$ cat config.mk
export PLATFORM = sky130hd
export DESIGN_NAME = div_unit
export DESIGN_NICKNAME = d
export VERILOG_FILES = /design/src/rtl/div_unit.sv
export SDC_FILE = /design/constraint.sdc
export NUM_CORES = 1
export LEC_CHECK = 0
export CELL_PAD_IN_SITES_DETAIL_PLACEMENT = 0
export CELL_PAD_IN_SITES_GLOBAL_PLACEMENT = 2
export CORE_MARGIN = 1.5
export CORE_UTILIZATION = 34
export CTS_BUF_LIST = sky130_fd_sc_hd__clkbuf_16
export DETAILED_ROUTE_END_ITERATION = 10
export PLACE_DENSITY_LB_ADDON = 0.05
export SYNTH_ARGS = -nofsm -noshare
export SYNTH_HDL_FRONTEND = slang
export SYNTH_SLANG_ARGS = --single-unit
export TNS_END_PERCENT = 1
$ cat constraint.sdc
create_clock -name clk -period 5 [get_ports clk]
set_input_delay 1 -clock clk [delete_from_list [all_inputs] [get_ports clk]]
set_output_delay 1 -clock clk [all_outputs]
set_load 0.02 [all_outputs]
$ cat src/rtl/div_unit.sv
// Iterative RV32M divide/remainder unit (DIV, DIVU, REM, REMU).
// Radix-2 restoring division that produces one quotient bit per cycle.
// Uses a start/busy/done handshake. Division by zero and signed overflow
// are resolved as soon as the operation is accepted, so they finish in one cycle.
module div_unit #(
    parameter int N = 32
) (
    input  logic         clk,
    input  logic         rst,
    input  logic         start,
    input  logic         kill,
    input  logic [1:0]   op,
    input  logic [N-1:0] A,
    input  logic [N-1:0] B,
    output logic         busy,
    output logic         done,
    output logic [N-1:0] result
);

    localparam int CNT_W = $clog2(N + 1);

    typedef enum logic [1:0] {
        IDLE = 2'd0,
        CALC = 2'd1,
        DONE = 2'd2
    } state_t;

    state_t state_reg, state_next;

    logic [CNT_W-1:0] cnt_reg, cnt_next;
    // rem_reg holds the partial remainder.
    // quo_reg starts as the dividend magnitude; quotient bits are shifted in from the right.
    logic [N-1:0] rem_reg, rem_next;
    logic [N-1:0] quo_reg, quo_next;
    logic [N-1:0] dvs_reg, dvs_next;
    logic [N-1:0] result_reg, result_next;
    logic         sel_rem_reg, sel_rem_next;
    logic         neg_q_reg, neg_q_next;
    logic         neg_r_reg, neg_r_next;

    // ------------------------------------------------------------------
    // Operand preparation, evaluated on the raw inputs at acceptance.
    // ------------------------------------------------------------------
    logic [N-1:0] min_neg;
    logic         is_signed;
    logic         sign_a;
    logic         sign_b;
    logic         b_zero;
    logic         overflow;
    logic [N-1:0] mag_a;
    logic [N-1:0] mag_b;

    // The most negative N-bit value (1 followed by zeros), built bit by bit.
    for (genvar gi = 0; gi < N; gi++) begin : g_min_neg
        assign min_neg[gi] = (gi == N - 1);
    end

    // Magnitude conversion; the most negative value maps to unsigned 2^(N-1).
    always_comb begin
        is_signed = ~op[0];
        sign_a    = is_signed & A[N-1];
        sign_b    = is_signed & B[N-1];
        mag_a     = sign_a ? (N'(0) - A) : A;
        mag_b     = sign_b ? (N'(0) - B) : B;
        b_zero    = (B == '0);
        overflow  = is_signed & (A == min_neg) & (&B);
    end

    // ------------------------------------------------------------------
    // One restoring-division step.
    // ------------------------------------------------------------------
    logic [N:0]   shift_val;
    logic [N:0]   trial_diff;
    logic         q_bit;
    logic [N-1:0] step_rem;
    logic [N-1:0] step_quo;
    logic [N-1:0] fix_quo;
    logic [N-1:0] fix_rem;

    // Shift in the next dividend bit, then do an (N+1)-bit trial subtraction.
    // The sign bit of the difference decides whether to keep it (restoring step).
    // The remainder is always below the divisor, so the shifted value is below
    // twice the divisor. The difference therefore always fits in N+1 signed bits.
    always_comb begin
        shift_val  = {rem_reg, quo_reg[N-1]};
        trial_diff = shift_val - {1'b0, dvs_reg};
        q_bit      = ~trial_diff[N];
        step_rem   = q_bit ? trial_diff[N-1:0] : shift_val[N-1:0];
        step_quo   = {quo_reg[N-2:0], q_bit};
        fix_quo    = neg_q_reg ? (N'(0) - step_quo) : step_quo;
        fix_rem    = neg_r_reg ? (N'(0) - step_rem) : step_rem;
    end

    // ------------------------------------------------------------------
    // Control: next-state and datapath-next logic.
    // ------------------------------------------------------------------
    logic accept;

    // Accept or reject start, run iterations, and apply sign fix-up on the final step.
    always_comb begin
        state_next   = state_reg;
        cnt_next     = cnt_reg;
        rem_next     = rem_reg;
        quo_next     = quo_reg;
        dvs_next     = dvs_reg;
        result_next  = result_reg;
        sel_rem_next = sel_rem_reg;
        neg_q_next   = neg_q_reg;
        neg_r_next   = neg_r_reg;
        // kill cancels a coincident start; start is ignored while in CALC.
        accept       = start & ~kill & (state_reg != CALC);

        case (state_reg)
            IDLE, DONE: begin
                state_next = IDLE;
                if (accept) begin
                    sel_rem_next = op[1];
                    if (b_zero) begin
                        state_next  = DONE;
                        result_next = op[1] ? A : '1;
                    end else if (overflow) begin
                        state_next  = DONE;
                        result_next = op[1] ? '0 : A;
                    end else begin
                        state_next = CALC;
                        cnt_next   = CNT_W'(N);
                        rem_next   = '0;
                        quo_next   = mag_a;
                        dvs_next   = mag_b;
                        neg_q_next = sign_a ^ sign_b;
                        neg_r_next = sign_a;
                    end
                end
            end
            CALC: begin
                if (kill) begin
                    // Abandon the operation; result keeps its previous value.
                    state_next = IDLE;
                end else begin
                    rem_next = step_rem;
                    quo_next = step_quo;
                    cnt_next = cnt_reg - CNT_W'(1);
                    if (cnt_reg == CNT_W'(1)) begin
                        state_next  = DONE;
                        result_next = sel_rem_reg ? fix_rem : fix_quo;
                    end
                end
            end
            default: begin
                state_next = IDLE;
            end
        endcase
    end

    // Register all state; reset overrides everything, including an operation in CALC.
    always_ff @(posedge clk) begin
        if (rst) begin
            state_reg   <= IDLE;
            cnt_reg     <= '0;
            rem_reg     <= '0;
            quo_reg     <= '0;
            dvs_reg     <= '0;
            result_reg  <= '0;
            sel_rem_reg <= 1'b0;
            neg_q_reg   <= 1'b0;
            neg_r_reg   <= 1'b0;
        end else begin
            state_reg   <= state_next;
            cnt_reg     <= cnt_next;
            rem_reg     <= rem_next;
            quo_reg     <= quo_next;
            dvs_reg     <= dvs_next;
            result_reg  <= result_next;
            sel_rem_reg <= sel_rem_next;
            neg_q_reg   <= neg_q_next;
            neg_r_reg   <= neg_r_next;
        end
    end

    // Outputs are decoded directly from registered state.
    always_comb begin
        busy   = (state_reg != IDLE);
        done   = (state_reg == DONE);
        result = result_reg;
    end

endmodule

; Yosys cells after proc, flatten, opt, wreduce, memory -nomap -nowiden
; Index checks and enable logic that the tools add are counted.
[classes]
addsub = 6
n_eq_ne = 12
muxes = 35
n_bitwise = 12
reduce_logical = 10
[ops]
columns = operator, n
row1 = two-way mux 32 bit, 21
row2 = one-hot mux 32 bit (2 select lines), 3
row3 = subtractor 1 x 32 -> 32 bit (first input constant), 4
row4 = subtractor 33 x 32 -> 33 bit, 1
row5 = equality test 32 bit (second input constant), 1
row6 = zero test 32 bit, 1
row7 = AND reduction 32 bit, 1
row8 = two-way mux 6 bit, 4
row9 = one-hot mux 6 bit (2 select lines), 1
row10 = two-way mux 2 bit, 5
row11 = inequality test 2 bit (second input constant), 5
row12 = AND reduction 5 bit, 2
row13 = AND 1 bit, 6
row14 = equality test 6 x 1 -> 1 bit (second input constant), 1
row15 = inequality test 3 bit (second input constant), 2
row16 = subtractor 6 x 1 -> 6 bit (second input constant), 1
row17 = inverter 1 bit, 5
row18 = one-hot mux 2 bit (2 select lines), 1
row19 = AND reduction 4 bit, 1
row20 = nonzero test 2 bit, 2
row21 = equality test 2 x 1 -> 1 bit (second input constant), 1
row22 = equality test 2 bit (second input constant), 1
row23 = zero test 2 bit, 1
row24 = inequality test 2 x 1 -> 1 bit (second input constant), 1
row25 = 3 further kinds, 3
[word_totals]
register_bits = 139
inputBits = 70
elab_cells = 84

; Depth between registers and ports, before layout
; Gate-level depths: netlist (run 1).
[depth]
ltp_word = 8
mapped_depth = 24

; Worst setup path before layout (run 1)
; Ideal clock, no wire load.
[synth_timing]
kind = reg-to-reg
startpoint = reg quo_reg[31]
endpoint = reg result_reg[26] (netlist: result[26])
setup_time_ns = 0.070
t_arrival_ns = 4.565
t_required_ns = 4.930
slack_ns = 0.365
stages_incl_launch_ff = 24
path_buffers = 2
period_less_slack_ns = 4.635
path_cell_list = dfxtp_1 -> inv_1 -> ha_1 -> inv_1 -> fa_1 -> a211oi_2 -> o211ai_1 -> a31o_1 -> a21o_1 -> a21oi_4 -> xnor2_4 -> buf_6 -> clkbuf_1 -> mux2i_1 -> inv_1 -> ha_1 -> nand3_1 -> nor4_1 -> and2_1 -> mux2i_2 -> a2111oi_4 -> nand2b_2 -> a211o_1 -> a21oi_1
[synth_via]
elab_chain_cells = 8
elab_cells_between_ends = 11
[synth_lines]
columns = item, line_no
row1 = "start, declared", 34  ; logic [N-1:0] quo_reg, quo_next;
row2 = "start signal, assigned", 171  ; quo_reg <= quo_next;
row3 = subtractor 33 x 32 -> 33 bit, 86  ; trial_diff = shift_val - {1'b0, dvs_reg};
row4 = two-way mux 32 bit or inverter 1 bit (tied branches), "88, 87"
row5 = subtractor 1 x 32 -> 32 bit (on tied branches), "91, 90"
row6 = two-way mux 32 bit (on tied branches), "91, 90"
row7 = two-way mux 32 bit *, 145  ; result_next = sel_rem_reg ? fix_rem : fix_quo;
row8 = two-way mux 32 bit *, 143  ; if (cnt_reg == CNT_W'(1)) begin
row9 = two-way mux 32 bit *, 136  ; if (kill) begin
row10 = one-hot mux 32 bit (2 select lines) *, 113  ; case (state_reg)
row11 = "end signal, assigned", 173  ; result_reg <= result_next;
row12 = "end, declared", 36  ; logic [N-1:0] result_reg, result_next;
; Every way passes the cells marked *; elsewhere a longest branch is shown, timed or not. The select of a mux whose other input is x is not followed.
; A chain may end at the register's enable or synchronous reset.

; Worst setup path after layout (run 1)
[layout_timing]
startpoint = reg quo_reg[31]
endpoint = reg result_reg[28] (netlist: result[28])
; The elaborated chain is that of the path after synthesis.

==> results of run 1 <==
==> power breakdown <==
part	switching, uW	internal [uW]	leakage (uW)	total (uW)
Sequential	49.6	1160	0.00113	1210
Clock	542	774	0.000278	1320
Combinational	603	387	0.00390	990
Total	1190	2320	0.00531	3510
==> stage by stage <==
| stage | instance area, um2 | utilization, % |
|---|---|---|
| after floorplan | 12000 | - |
| after global placement | 13600 | 39.2 |
| after detailed placement | 13600 | 39.2 |
| after CTS | 14200 | 40.9 |
| after global routing | 14300 | 41.3 |
| final | 14300 | 41.3 |
==> cell usage in the layout (no fill, tap or decap), drive strengths merged, types with 14 or more instances in the layout <==
cell type and n:
a211oi 81, a21o 17, a21oi 143, a22oi 23
a31oi 15, and2 18, and3 16, buf 60
clkbuf 17, clkdlybuf4s50 102, dfxtp 139, ha 39
inv 67, maj3 16, mux2 14, mux2i 29
nand2 96, nand2b 15, nand3 22, nand4 17
nor2 257, nor3 40, nor4 22, o211ai 16
o21ai 87, o31ai 20, o41ai 14, or3 24
xnor2 69, xor2 57
==> worst reg2reg max path, stage by stage (launching register included) <==
cell	delay [ns]
dfxtp_1	0.32
inv_2	0.06
ha_2	0.17
inv_1	0.06
fa_2	0.39
a211oi_2	0.27
o211ai_1	0.15
a31o_1	0.31
a21o_4	0.26
a21oi_4	0.20
xnor2_4	0.24
mux2i_2	0.30
ha_2	0.25
buf_4	0.14
o2111ai_4	0.12
nor4b_4	0.39
mux2i_4	0.16
a2111oi_4	0.34
mux2i_1	0.24
a21oi_1	0.09
o2bb2ai_1	0.14
==> final cells by class <==
class	instances	area, um2	area share (%)
clock inverter	13	154	1.08
sequential	139	2780	19.5
multi-input combinational	1315	8600	60.1
tap	455	569	3.98
clock buffer	17	425	2.97
inverter	68	255	1.78
timing repair buffer	162	1520	10.6
==> repair_timing <==
item	in CTS	in global routing
setup endpoints to repair	0	9
resized for setup	0	18
endpoints found under the hold margin	0	0
buffers inserted	0	8
==> cell families (layout without fill, tap and decap cells) <==
logic type	Yosys count	after routing	synth area share [%]
buffers and inverters	172	260	5.82
AO/OA/AOI/OAI	512	512	28.9
XOR/XNOR	126	126	9.38
multiplexers	44	44	3.96
AND/OR/NAND/NOR	577	577	23.1
flip-flops	139	139	23.3
adder cells (fa/ha/maj)	56	56	5.59
==> final timing paths <==
check,to,start,cells after the start
min reg2reg,result[3]$_SDFFE_PP0P_,result[3]$_SDFFE_PP0P_,2
max reg2reg,result[28]$_SDFFE_PP0P_,quo_reg[31]$_SDFFE_PP0P_,20
min,result[3]$_SDFFE_PP0P_,result[3]$_SDFFE_PP0P_,2
max,result[28]$_SDFFE_PP0P_,quo_reg[31]$_SDFFE_PP0P_,20
==> layer usage <==
layer  wire length, um  up-vias  GRT usage (%)  part of all wire, %
li1                  -     6116              -                    -
met1             22100     5842           35.5                   49
met2             20500      269           40.0                   45
met3              1840       30           3.24                  4.1
met4               591        0           5.51                  1.3
met5                 0        -              0                    0
==> flow_summary.toml, run 1 <==
[outcome]
outcome = "completed"

[clocking]
tritoncts = "done"
clkLatencyLatePin_ns = 0.44
postCtsHoldBufs = 0
cts_num_sinks = 139
clkTransAtPathRegs_ns = 0.07
cts-htree-levels = 4
cts_buffer_depth = 2
root_buffer = "clkbuf_16"
numCtsBuffers = 17

[worst_setup_path]
rrSetupSlack_ns = 0.24
max_stage_delay_ns = 0.39
cp_max_fo = 8
path_common_cell = "ha_2"
cp-start-kind = "register"
arrival_ns = 5.05
endpoint_kind = "register"
critPathRequiredTime_ns = 5.29
cp_slowest_cell = "fa_2"
cpLargestDelayFamily = "compound AO/OA/AOI/OAI gates"
crit_buf_inv = 3
crit_type = "register to register"
worstPathCellList = "inv_2 -> ha_2 -> inv_1 -> fa_2 -> a211oi_2 -> o211ai_1 -> a31o_1 -> a21o_4 -> a21oi_4 -> xnor2_4 -> mux2i_2 -> ha_2 -> buf_4 -> o2111ai_4 -> nor4b_4 -> mux2i_4 -> a2111oi_4 -> mux2i_1 -> a21oi_1 -> o2bb2ai_1"

[global_routing]
grt_pass1_vias = 11600
antenna_found_initial = 2
grt_max_degree = 82
grt_pass1_wl_um = 69400
track_usage_pct = 25.0
gr-total-overflow = 0

[logic_synthesis]
yosysWarnings = 0
yosysTopAreaCell = "dfxtp_1"
synthFlopType = "dfxtp_1"
syn-cell-area_um2 = 12000
ys_seq_area_share_pct = 23.3
netlist.area_leader.share_pct = 23.3
synth_fp_nets = 1736
synth_cells = 1626
synth-seq-cells = 139
syn_avg_cell_area_um2 = 7.36
yosysMostFrequentCell = "nor2_1"
synth_commonest_cells = "255 x nor2_1, 141 x a21oi_1, 139 x dfxtp_1"
async_flop_share_pct = 0
ys_types = 93
netlist_top_cells_area = "dfxtp_1 23%, nor2_1 8.0%, a21oi_1 5.9%"
synth_edf_count = 0

[power_and_ir_drop]
ir_drop_v = 0.000222
power_leakage_uw = 0.00531
power_uw = 3510
power.density_nw_per_um2 = 246

[floorplanning]
die_w_um = 191
pin_count = 104
die_h_um = 191
fp-row-count = 68
die_area_um2 = 36300
core-area_um2 = 34600
initial_core_util_pct = 34.5

[final_layout]
layout.cells.non_filler = 2169
area_delta_synth_final_pct = 19.6
antenna_cells = 0
fillers = 3642
fin_nets = 1813
drive_gt1_share_pct = 9.80

[sta]
whs_ns = 0.473
timing.fmax_mhz = 210
setup_slack_ns = 0.241
setup_violations = 0
max-slew-margin-rel_pct = 28.6
period_share_pct = 95.2
worst_slew_pin_slew_ns = 1.07
skew_ns = 0.0125
finalMaxSlewViolations = 0
fin_crit_ns = 4.76
finalSetupTns_ns = 0
final_hold_viol_count = 0

[route]
dr.pass1.iters = 5
vias = 12300
wl_per_cell_um = 20.7
drc = 0
ant_nets = 0
drtIter0Drc = 858
vias_per_cell = 5.65
wl_um = 45000

[place]
place_congestion = 0.867
portBuffers = 103
dp_slack_ns = -0.0941
detailed_place_hpwl_um = 34100
dp.cells = 2131

[hold_path]
hp-class = "register to register"

[run]
drv_cap = 0
Power figures use the tool's default switching activity.
==> run 2, diff against run 1 <==
--- a/config.mk
+++ b/config.mk
@@ -7,6 +7,7 @@
 export LEC_CHECK = 0
 export CELL_PAD_IN_SITES_DETAIL_PLACEMENT = 0
 export CELL_PAD_IN_SITES_GLOBAL_PLACEMENT = 2
+export CORE_ASPECT_RATIO = 1.5
 export CORE_MARGIN = 1.5
 export CORE_UTILIZATION = 34
 export CTS_BUF_LIST = sky130_fd_sc_hd__clkbuf_16
==> flow_summary.toml, run 2 (synthesis results as in run 1) <==
[outcome]
outcome = "completed"

[route]
vias = 12200
wl_um = 46400
wl_per_cell_um = 21.2
drc = 0
dr.pass1.iters = 5
ant_nets = 0
drtIter0Drc = 613
vias_per_cell = 5.58

[place]
dp.cells = 2149
detailed_place_hpwl_um = 35800
portBuffers = 103
place_congestion = 0.869
dp_slack_ns = -0.247

[worst_setup_path]
cp_max_fo = 7
worst_r2r_path_depth = 21
cp-start-kind = "register"
rr_startpoint = "quo_reg[31]$_SDFFE_PP0P_"
critPathRequiredTime_ns = 5.32
arrival_ns = 5.03
crit_type = "register to register"
rrSetupSlack_ns = 0.29
startpoint = "quo_reg[31]$_SDFFE_PP0P_"
timing.rr.end = "result[28]$_SDFFE_PP0P_"
critical_path.endpoint = "result[28]$_SDFFE_PP0P_"
endpoint_kind = "register"

[clocking]
cts_buffer_depth = 2
cts_num_sinks = 139
root_buffer = "clkbuf_16"
tritoncts = "done"
clkLatencyLatePin_ns = 0.46
numCtsBuffers = 17
clkTransAtPathRegs_ns = 0.07
cts-htree-levels = 4

[power_and_ir_drop]
ir_drop_v = 0.000143
power.density_nw_per_um2 = 243
power_leakage_uw = 0.00529
power_uw = 3470

[sta]
timing.fmax_mhz = 212
final_hold_viol_count = 0
whs_ns = 0.472
setup_violations = 0
period_share_pct = 94.3
worst_slew_pin_slew_ns = 1.01
fin_crit_ns = 4.71
max-slew-margin-rel_pct = 32.1
setup_slack_ns = 0.286
finalMaxSlewViolations = 0
skew_ns = 0.0130

[floorplanning]
core-area_um2 = 34900
die_h_um = 233
initial_core_util_pct = 34.3
fp-row-count = 84
die_area_um2 = 36300
pin_count = 104
die_w_um = 156

[global_routing]
grt_max_degree = 69
grt_pass1_wl_um = 71400
track_usage_pct = 26.0
grt_pass1_vias = 11900
gr-total-overflow = 0
antenna_found_initial = 0

[final_layout]
antenna_cells = 0
area_delta_synth_final_pct = 19.2
layout.cells.non_filler = 2186
final_common_cell = "nor2_1"
drive_gt1_share_pct = 9.46
most-common-layout-cells = "253 x nor2_1, 141 x a21oi_1, 139 x dfxtp_1"
fin_nets = 1812
fillers = 3728

[run]
drv_cap = 0

[hold_path]
hp-class = "register to register"
-- run 2: through the flow --
step           area (um2)  utilization [%]  TNS [ns]
2_1_floorplan       12000                -         0
3_3_place_gp        13600             39.0    -0.439
3_5_place_dp        13600             39.0    -0.588
4_1_cts             14200             40.6         0
5_1_grt             14300             40.9   -0.0205
6_report            14300             40.9         0
-- run 2: area by class of cell --
class | instances | area, um2 | area share, %
Tap cell | 473 | 592 | 4.15
Multi-Input combinational cell | 1315 | 8560 | 60.0
Clock inverter | 13 | 129 | 0.904
Clock buffer | 17 | 425 | 2.98
Timing Repair Buffer | 161 | 1510 | 10.6
Inverter | 68 | 255 | 1.79
Sequential cell | 139 | 2780 | 19.5
-- run 2: worst min-delay path by stage --
stage	startpoint	endpoint	slack [ns]	cells past startpoint
6_report	result[3]$_SDFFE_PP0P_	result[3]$_SDFFE_PP0P_	0.47	2
5_1_grt	result[11]$_SDFFE_PP0P_	result[11]$_SDFFE_PP0P_	0.51	2
4_1_cts	result[3]$_SDFFE_PP0P_	result[3]$_SDFFE_PP0P_	0.48	2
3_5_place_dp	result[11]$_SDFFE_PP0P_	result[11]$_SDFFE_PP0P_	0.47	2
3_3_place_gp	result[3]$_SDFFE_PP0P_	result[3]$_SDFFE_PP0P_	0.47	2
2_1_floorplan	dvs_reg[31]$_SDFFE_PP0P_	dvs_reg[31]$_SDFFE_PP0P_	0.45	2
-- run 2: metal layers --
layer,GRT usage (%),wire length (um),up-vias
met3,2.96,1080,57
met5,0,0,-
met2,48.3,24100,214
li1,-,-,6106
met4,10.1,1430,0
met1,30.1,19700,5820
-- run 2: where the power goes --
| group | total (uW) | internal (uW) | switching (uW) |
|---|---|---|---|
| Sequential | 1210 | 1160 | 52.2 |
| Combinational | 991 | 387 | 604 |
| Clock | 1270 | 722 | 547 |
-- run 2: critical path: stages, from the launching register on --
cell and delay [ns]:
dfxtp_1 0.32, inv_2 0.07, ha_2 0.18, inv_1 0.06, fa_2 0.39, a211oi_2 0.27, o211ai_1 0.14, a31o_1 0.29
a21o_1 0.25, a21oi_4 0.22, xnor2_4 0.22, mux2i_2 0.29, ha_2 0.25, nand3_1 0.11, nor4_2 0.30, buf_4 0.15
and2_4 0.15, mux2i_4 0.10, a2111oi_4 0.32, mux2i_1 0.25, a21oi_1 0.09, o2bb2ai_1 0.14
-- run 2: repair_timing --
action	4_1_cts	5_1_grt
hold buffers	0	0
setup endpoints to repair	0	8
setup buffers	0	7
resized for setup	0	12
hold endpoints to repair	0	0
==> run 3, diff against run 2 <==
--- a/config.mk
+++ b/config.mk
@@ -13,6 +13,7 @@
 export CTS_BUF_LIST = sky130_fd_sc_hd__clkbuf_16
 export DETAILED_ROUTE_END_ITERATION = 10
 export PLACE_DENSITY_LB_ADDON = 0.05
+export REMOVE_ABC_BUFFERS = 1
 export SYNTH_ARGS = -nofsm -noshare
 export SYNTH_HDL_FRONTEND = slang
 export SYNTH_SLANG_ARGS = --single-unit
==> flow_summary.toml, run 3 (synthesis results as in run 1) <==
[outcome]
outcome = "completed"

[sta]
final_hold_viol_count = 0
fin_crit_ns = 4.72
max-slew-margin-rel_pct = 29.4
finalSetupTns_ns = 0
grt_setup_unrepaired = "yes"
finalMaxSlewViolations = 0
timing.fmax_mhz = 212
setup_violations = 0
skew_ns = 0.00916
period_share_pct = 94.4
worst_slew_pin_slew_ns = 1.06

[floorplanning]
initial_core_util_pct = 34.3
die_w_um = 156
fp-row-count = 84
die_h_um = 233
pin_count = 104
core-area_um2 = 34900
die_area_um2 = 36300

[place]
place_congestion = 0.873
placed_area_um2 = 13600
detailed_place_hpwl_um = 35300
portBuffers = 103

[final_layout]
multi_input_comb_area_um2 = 8530
regArea_um2 = 2780
most-common-layout-cells = "254 x nor2_1, 141 x a21oi_1, 139 x dfxtp_1"
fillers = 3730
final_common_cell = "nor2_1"
fin_area_um2 = 14200
area_delta_synth_final_pct = 18.8
drive_gt1_share_pct = 8.67
fin_nets = 1805
antenna_cells = 0

[worst_setup_path]
rr_startpoint = "quo_reg[31]$_SDFFE_PP0P_"
critical_path.endpoint = "result[22]$_SDFFE_PP0P_"
critPathRequiredTime_ns = 5.36
worst_r2r_path_depth = 21
crit_type = "register to register"
timing.rr.end = "result[22]$_SDFFE_PP0P_"
cp-start-kind = "register"
worstPathCellList = "inv_1 -> ha_1 -> inv_1 -> fa_1 -> a211oi_2 -> o211ai_1 -> a31o_1 -> a21o_1 -> a21oi_4 -> xnor2_4 -> mux2i_1 -> ha_1 -> nand3_1 -> nor4_1 -> buf_4 -> and2_1 -> mux2i_2 -> o31ai_1 -> xor2_1 -> a221oi_1 -> a21o_1"
cp_max_fo = 5
endpoint_kind = "register"
rrSetupSlack_ns = 0.28
cp_slowest_cell = "fa_1"
startpoint = "quo_reg[31]$_SDFFE_PP0P_"
arrival_ns = 5.07
max_stage_delay_ns = 0.43

[route]
vias = 12100
drtIter0Drc = 658
wl_um = 45500
vias_per_cell = 5.54
wl_per_cell_um = 20.9
ant_nets = 0
dr.pass1.iters = 5
drc = 0

[hold_path]
hp-class = "register to register"

[clocking]
cts_setup_buffers = 0
cts-htree-levels = 4
root_buffer = "clkbuf_16"
cts_num_sinks = 139
numCtsBuffers = 17
clkTransAtPathRegs_ns = 0.06
clkLatencyLatePin_ns = 0.46
tritoncts = "done"
cts_buffer_depth = 2

[power_and_ir_drop]
power_uw = 3540
ir_drop_v = 0.000216
power.density_nw_per_um2 = 249
power_leakage_uw = 0.00529

[global_routing]
track_usage_pct = 25.5
antenna_found_initial = 0
grt_pass1_wl_um = 70200
gr-total-overflow = 0
grt_max_degree = 67
grt_pass1_vias = 11900

[run]
drv_cap = 0
==> run 3: cell count changes in the layout (fill, tap and decap cells not counted), moves of 2 or more <==
cell / previous run / this run
clkinvlp_4: 4 / 2
buf_4: 55 / 49
ha_1: 37 / 39
bufinv_16: 2 / 4
ha_2: 2 / 0
clkinv_2: 2 / 5
==> run 3: power breakdown <==
part,internal (uW),total (uW),switching [uW]
Clock,823,1360,539
Combinational,375,969,594
Sequential,1160,1210,51.3
Total,2360,3540,1180
==> run 3: routing by layer <==
layer | global-route usage, % | share of wire [%] | routed length [um]
met2 | 47.6 | 52 | 23800
met1 | 29.9 | 43 | 19400
met3 | 3.07 | 2.7 | 1210
met5 | 0 | 0 | 0
met4 | 7.83 | 2.4 | 1090
==> run 3: metrics by stage <==
| step | std cells | setup slack [ns] | util, % | hold slack (ns) |
|---|---|---|---|---|
| after floorplan | 1522 | -3.09 | - | 0.440 |
| after global placement | 2149 | 0.299 | 39.0 | 0.468 |
| after detailed placement | 2149 | 0.206 | 39.0 | 0.472 |
| after CTS | 2181 | 0.168 | 40.7 | 0.487 |
| after global routing | 2181 | -0.0635 | 40.7 | 0.515 |
| final | 2181 | 0.282 | 40.7 | 0.483 |
==> run 3: timing repair <==
item,CTS,global route
hold buffers,0,0
gates resized for setup,0,1
endpoints found under the setup margin,0,7
==> run 3: final cells by class <==
type                            count  area share (%)
Clock buffer                       17            2.99
Sequential cell                   139            19.6
Tap cell                          473            4.16
Inverter                           68            1.80
Multi-Input combinational cell   1315            60.0
Timing Repair Buffer              154            10.2
Clock inverter                     15            1.27
==> run 3: worst min path at each step <==
stage,endpoint,from,depth (start not counted)
2_1_floorplan,dvs_reg[31]$_SDFFE_PP0P_,dvs_reg[31]$_SDFFE_PP0P_,2
3_3_place_gp,dvs_reg[31]$_SDFFE_PP0P_,dvs_reg[31]$_SDFFE_PP0P_,2
3_5_place_dp,dvs_reg[31]$_SDFFE_PP0P_,dvs_reg[31]$_SDFFE_PP0P_,2
4_1_cts,dvs_reg[31]$_SDFFE_PP0P_,dvs_reg[31]$_SDFFE_PP0P_,2
5_1_grt,result[22]$_SDFFE_PP0P_,result[22]$_SDFFE_PP0P_,1
6_report,dvs_reg[31]$_SDFFE_PP0P_,dvs_reg[31]$_SDFFE_PP0P_,2
==> run 3: critical path: cells and delay by family (launching register included) <==
kind                     cells  cell delay, ns
AO/OA/AOI/OAI                8            1.69
adder cells (fa/ha/maj)      3            0.89
AND/OR/NAND/NOR              3            0.48
XOR/XNOR                     2            0.47
multiplexers                 2            0.44
buffers and inverters        3            0.32
flip-flops                   1            0.31
